## config.mk

```make
export PLATFORM = sky130hd
export DESIGN_NAME = pwm_capture
export DESIGN_NICKNAME = d
export VERILOG_FILES = /design/src/rtl/pwm_pkg.sv /design/src/rtl/pwm_tick_gen.sv /design/src/rtl/pwm_capture.sv
export SDC_FILE = /design/constraint.sdc
export NUM_CORES = 1
export LEC_CHECK = 0
export ABC_AREA = 1
export ABC_CLOCK_PERIOD_IN_PS = 2850
export CORE_ASPECT_RATIO = 0.9
export CORE_MARGIN = 5
export CORE_UTILIZATION = 39
export CTS_CLUSTER_DIAMETER = 100
export DETAILED_ROUTE_END_ITERATION = 6
export DONT_BUFFER_PORTS = 1
export GPL_TIMING_DRIVEN = 1
export PLACE_DENSITY_LB_ADDON = 0.12
export SETUP_SLACK_MARGIN = 0.5
export SLEW_MARGIN = 25
export SYNTH_ARGS = -nofsm -noshare
export SYNTH_HDL_FRONTEND = slang
export SYNTH_SLANG_ARGS = --single-unit
```

## constraint.sdc

```tcl
create_clock -name clk -period 2.85 [get_ports clk]
set_input_delay 0.57 -clock clk [delete_from_list [all_inputs] [get_ports clk]]
set_output_delay 0.57 -clock clk [all_outputs]
set_load 0.05 [all_outputs]
```

## src/rtl/pwm_pkg.sv

```systemverilog
// rtl/pwm_pkg.sv - shared defaults and state type for the PWM capture path
package pwm_pkg;

  localparam int DVSR_DEF          = 10417;
  localparam int WIDTH_DEF         = 8;
  localparam int CNT_W_DEF         = 16;
  localparam int TIMEOUT_TICKS_DEF = 512;

  typedef enum logic [1:0] {
    WAIT_RISE,
    MEAS_HIGH,
    MEAS_LOW
  } state_t;

endpackage

```

## src/rtl/pwm_tick_gen.sv

```systemverilog
// rtl/pwm_tick_gen.sv - free-running prescaler, one tick every DVSR+1 clocks
module pwm_tick_gen
  import pwm_pkg::*;
#(
  parameter int DVSR = DVSR_DEF
) (
  input  logic clk,
  input  logic rst_i,
  output logic tick
);

  localparam int            QW   = (DVSR > 0) ? $clog2(DVSR + 1) : 1;
  localparam logic [QW-1:0] TERM = QW'(DVSR);

  logic [QW-1:0] q;

  // Count 0..DVSR and wrap; the tick marks the zero state
  always_ff @(posedge clk or posedge rst_i) begin
    if (rst_i) begin
      q <= '0;
    end else if (q == TERM) begin
      q <= '0;
    end else begin
      q <= q + 1'b1;
    end
  end

  assign tick = (q == '0);

endmodule

```

## src/rtl/pwm_capture.sv

```systemverilog
// rtl/pwm_capture.sv - PWM decoder reporting high time and period in prescaler ticks
module pwm_capture
  import pwm_pkg::*;
#(
  parameter int DVSR          = DVSR_DEF,
  parameter int WIDTH         = WIDTH_DEF,
  parameter int CNT_W         = CNT_W_DEF,
  parameter int TIMEOUT_TICKS = TIMEOUT_TICKS_DEF
) (
  input  logic             clk,
  input  logic             rst_i,
  input  logic             pwm_i,
  output logic [WIDTH-1:0] duty_o,
  output logic [CNT_W-1:0] period_o,
  output logic             valid_o,
  output logic             timeout_o
);

  localparam int               IW         = $clog2(TIMEOUT_TICKS + 1);
  localparam logic [IW-1:0]    IDLE_LAST  = IW'(TIMEOUT_TICKS - 1);
  localparam logic [IW-1:0]    IDLE_MAX   = IW'(TIMEOUT_TICKS);
  localparam logic [CNT_W-1:0] CNT_MAX    = '1;
  localparam logic [WIDTH-1:0] DUTY_MAX   = '1;
  localparam logic [CNT_W-1:0] DUTY_MAX_W = CNT_W'(2 ** WIDTH - 1);

  logic tick;

  pwm_tick_gen #(.DVSR(DVSR)) u_tick (
    .clk  (clk),
    .rst_i(rst_i),
    .tick (tick)
  );

  logic s_meta, s, s_d;
  logic rise, fall, any_edge;

  // Two-flop synchronizer plus a delayed copy for edge detection
  always_ff @(posedge clk or posedge rst_i) begin
    if (rst_i) begin
      s_meta <= 1'b0;
      s      <= 1'b0;
      s_d    <= 1'b0;
    end else begin
      s_meta <= pwm_i;
      s      <= s_meta;
      s_d    <= s;
    end
  end

  assign rise     = s & ~s_d;
  assign fall     = ~s & s_d;
  assign any_edge = rise | fall;

  logic [IW-1:0] idle_cnt;
  logic          idle_expire;

  // The expiry fires only on the tick that reaches the limit, so a static line pulses once
  assign idle_expire = tick && !any_edge && (idle_cnt == IDLE_LAST);

  // Ticks since the last edge, holding once the timeout limit is reached
  always_ff @(posedge clk or posedge rst_i) begin
    if (rst_i) begin
      idle_cnt <= '0;
    end else if (any_edge) begin
      idle_cnt <= '0;
    end else if (tick && (idle_cnt != IDLE_MAX)) begin
      idle_cnt <= idle_cnt + 1'b1;
    end
  end

  function automatic logic [CNT_W-1:0] sat_inc(input logic [CNT_W-1:0] v);
    return (v == CNT_MAX) ? v : v + 1'b1;
  endfunction

  function automatic logic [WIDTH-1:0] sat_duty(input logic [CNT_W-1:0] v);
    return (v > DUTY_MAX_W) ? DUTY_MAX : v[WIDTH-1:0];
  endfunction

  state_t           state;
  logic [CNT_W-1:0] hi_cnt, per_cnt, start_cnt;

  // A tick in the same cycle as a rise is the first tick of the new period
  assign start_cnt = {{(CNT_W-1){1'b0}}, tick};

  // Measurement FSM with registered result outputs
  always_ff @(posedge clk or posedge rst_i) begin
    if (rst_i) begin
      state     <= WAIT_RISE;
      hi_cnt    <= '0;
      per_cnt   <= '0;
      duty_o    <= '0;
      period_o  <= '0;
      valid_o   <= 1'b0;
      timeout_o <= 1'b0;
    end else begin
      valid_o <= 1'b0;
      if (idle_expire) begin
        state     <= WAIT_RISE;
        hi_cnt    <= '0;
        per_cnt   <= '0;
        timeout_o <= 1'b1;
        duty_o    <= s ? DUTY_MAX : '0;
        period_o  <= '0;
        valid_o   <= 1'b1;
      end else begin
        case (state)
          WAIT_RISE: begin
            hi_cnt  <= '0;
            per_cnt <= '0;
            if (rise) begin
              state     <= MEAS_HIGH;
              hi_cnt    <= start_cnt;
              per_cnt   <= start_cnt;
              timeout_o <= 1'b0;
            end
          end
          MEAS_HIGH: begin
            if (fall) begin
              state <= MEAS_LOW;
              if (tick) per_cnt <= sat_inc(per_cnt);
            end else if (tick) begin
              hi_cnt  <= sat_inc(hi_cnt);
              per_cnt <= sat_inc(per_cnt);
            end
          end
          MEAS_LOW: begin
            if (rise) begin
              duty_o   <= sat_duty(hi_cnt);
              period_o <= per_cnt;
              valid_o  <= 1'b1;
              state    <= MEAS_HIGH;
              hi_cnt   <= start_cnt;
              per_cnt  <= start_cnt;
            end else if (tick) begin
              per_cnt <= sat_inc(per_cnt);
            end
          end
          default: state <= WAIT_RISE;
        endcase
      end
    end
  end

endmodule

```

==> results.json <==
{
  "setup_viol": 0,
  "fp.dieArea_um2": 15700,
  "max-cap-violations": 0,
  "ios": 29,
  "num_antenna_cells": 0,
  "fmax_mhz": 464,
  "status": "finished, final reports clean",
  "antenna_found_initial": 0,
  "drt_pass1_iterations": 4,
  "layout_commonest_cell": "nand2_1",
  "stdcell_area_um2": 5720,
  "fin_crit_ns": 2.15,
  "finalWirelength_mm": 12.4,
  "grt_max_degree": 88,
  "gp_congestion": 0.820,
  "worstMarginPinSlew_ns": 0.631,
  "cp_data_arrival_time_ns": 2.39,
  "dp.cells": 872,
  "tns_ns": 0,
  "clk_pin_slew_ns": 0.07,
  "finalPower_mw": 3.77,
  "drc_errors": 0,
  "syn_area_um2": 5170,
  "clk_path_buf_depth": 2,
  "synth-simple-area-share_pct": 35.6,
  "slew_headroom_pct": 57.6,
  "cts_hold_buf": 0,
  "nets": 737,
  "dpl_cell_area_um2": 5350,
  "peakVddDrop_mv": 0.309,
  "path_max_fanout": 12,
  "die_h_um": 119,
  "worstSetupEndpointType": "flop",
  "clkSinkCount": 87,
  "drive_above_1_share_pct": 8.82,
  "place_hpwl_mm": 8.85,
  "final_hold_viol_count": 0,
  "syn_to_final_growth_pct": 10.6,
  "clock_latency_ns": 0.35,
  "final_cells": 894,
  "final_core_util_pct": 43.5,
  "track_usage_pct": 16.1,
  "synth_fp_nets": 729,
  "cts_made_buffers": 9,
  "p_seq_share_pct": 44.1,
  "cts_tree": "done",
  "wl_per_cell_um": 13.9,
  "grt-ovfl-total": 0,
  "synth-adder-area-share_pct": 3.14,
  "placement_rows": 40,
  "p_comb_share_pct": 25.3,
  "cp-start-kind": "flop",
  "post-route-period-util_pct": 75.6,
  "worst_hold_slack_ns": 0.220,
  "critical_path_required_ns": 3.09,
  "grt_pass1_vias": 4267,
  "pwr-share-clk_pct": 30.6,
  "ys_types": 31,
  "drv_slew": 0,
  "r2r-start": "s",
  "synth_seq_cells": 87,
  "initial_core_util_pct": 39.3,
  "cts_root_buf": "clkbuf_16",
  "pre_cts_slack_ns": 0.327,
  "holdCritPathClass": "in -> async",
  "synthCells": 713,
  "fin_ws_ns": 0.695,
  "synth-compound-area-share_pct": 8.68,
  "clock_skew_ns": 0.0100,
  "synth-xor-area-share_pct": 1.86,
  "vias": 4527,
  "p_per_area_nw_per_um2": 658,
  "ys_seq_area_share_pct": 42.1,
  "h-tree-depth": 3,
  "portBuffers": 0,
  "vias_per_cell": 5.06,
  "switchingPower_mw": 1.53,
  "core_um2": 13200,
  "synth_top_family_by_area": "simple AND/OR/NAND/NOR gates",
  "synth_mux_area_share_pct": 0,
  "switching_share_pct": 40.7,
  "ant_nets": 0,
  "synth_edf_count": 0,
  "synth_async_sr_flop_share_pct": 100,
  "layout_common_cells": "nand2_1 (203), dfrtp_1 (86), nor2_1 (85), inv_1 (82), nand3_1 (53)",
  "grt_pass1_wl_mm": 20.9,
  "syn_avg_cell_area_um2": 7.26,
  "p_leak_nw": 2.71,
  "synthFlopType": "dfrtp_1",
  "ys_warn_count": 0,
  "rsz0062_at_grt": "false",
  "fp.dieW_um": 131,
  "critPathKind": "reg -> reg",
  "p_int_mw": 2.23,
  "drtIter0Drc": 261,
  "startpoint": "s"
}
-- cell usage after synthesis (5+ instances only) --
library cell  instances  area, um2
nand3_1              54        270
buf_2                 5       25.0
inv_2                 5       18.8
o31ai_1              17        128
nor3_1               15       75.1
a21oi_1              15       75.1
xor2_1                7       61.3
nand2_1             204        766
nor2_2                7       43.8
ha_1                 13        163
clkbuf_1              5       18.8
inv_1                84        315
nand4_1              34        213
o21ai_0              40        200
nand2_2               7       43.8
nor2_1               85        319
dfrtp_1              87       2180
-- kinds of logic after synthesis --
group                    Yosys count
AND/OR/NAND/NOR                  418
AO/OA/AOI/OAI                     78
adder cells (fa/ha/maj)           13
flip-flops                        87
XOR/XNOR                          11
buffers and inverters            106
-- per-layer routing --
metal	global-route usage [%]	vias up	share of wire [%]	wire length, um
met2	24.2	96	43	5350
met4	3.53	0	0.81	101
met1	22.9	2092	51	6320
met3	4.86	8	5.4	671
met5	0	-	0	0
li1	-	2331	-	-
-- sequential cells by signal (all words and copies together) (netlist names) --
| signal | flops |
|---|---|
| duty_o | 8 |
| hi_cnt | 16 |
| idle_cnt | 10 |
| per_cnt | 16 |
| period_o | 16 |
| s | 1 |
| s_d | 1 |
| s_meta | 1 |
| state | 2 |
| timeout_o | 1 |
| u_tick.q | 14 |
| valid_o | 1 |
-- worst max-delay path, cell delays in order (launching register included) --
cell and delay [ns]:
dfrtp_2 0.41, inv_1 0.06, ha_2 0.40, inv_2 0.10, nor3_2 0.19, nand2_2 0.12, nor2_8 0.18, nor2_4 0.06
nand2_2 0.07, nand2_2 0.11, buf_4 0.22, nand2_1 0.07, nand2_1 0.05
-- layout make-up --
| cell class | instances | area [um2] |
|---|---|---|
| Sequential cell | 87 | 2180 |
| Clock inverter | 7 | 65.1 |
| Clock buffer | 9 | 225 |
| Multi-Input combinational cell | 521 | 2580 |
| Inverter | 89 | 344 |
| Fill cell | 1367 | 7440 |
| Timing Repair Buffer | 13 | 123 |
| Tap cell | 168 | 210 |
-- timing repair --
item / in CTS / in global routing
buffers inserted: 2 / 3
setup endpoints to repair: 12 / 44
gates resized for setup: 3 / 7
pin swaps: 0 / 3
cloned: 0 / 1
-- path summary, 6_finish.rpt --
check,to,slack (ns),cells after the start
min in group clk,s_meta,0.25,0
setup reg to reg,hi_cnt[6],0.70,12
max in group asynchronous,s,2.25,2
hold reg to reg,s,0.41,0
setup / recovery,hi_cnt[6],0.70,12
hold / removal,u_tick.q[9],0.22,2
-- power by group through the flow --
stage / logic (mW) / registers [mW] / clock network (mW)
global route: 1.07 / 1.67 / 1.25
floorplan: 0.723 / 1.66 / 0
finish: 0.952 / 1.66 / 1.15
CTS: 0.907 / 1.66 / 1.20
global placement: 0.864 / 1.68 / 0
detailed placement: 0.872 / 1.69 / 0
Note: power is estimated with default switching activity, not from simulation.
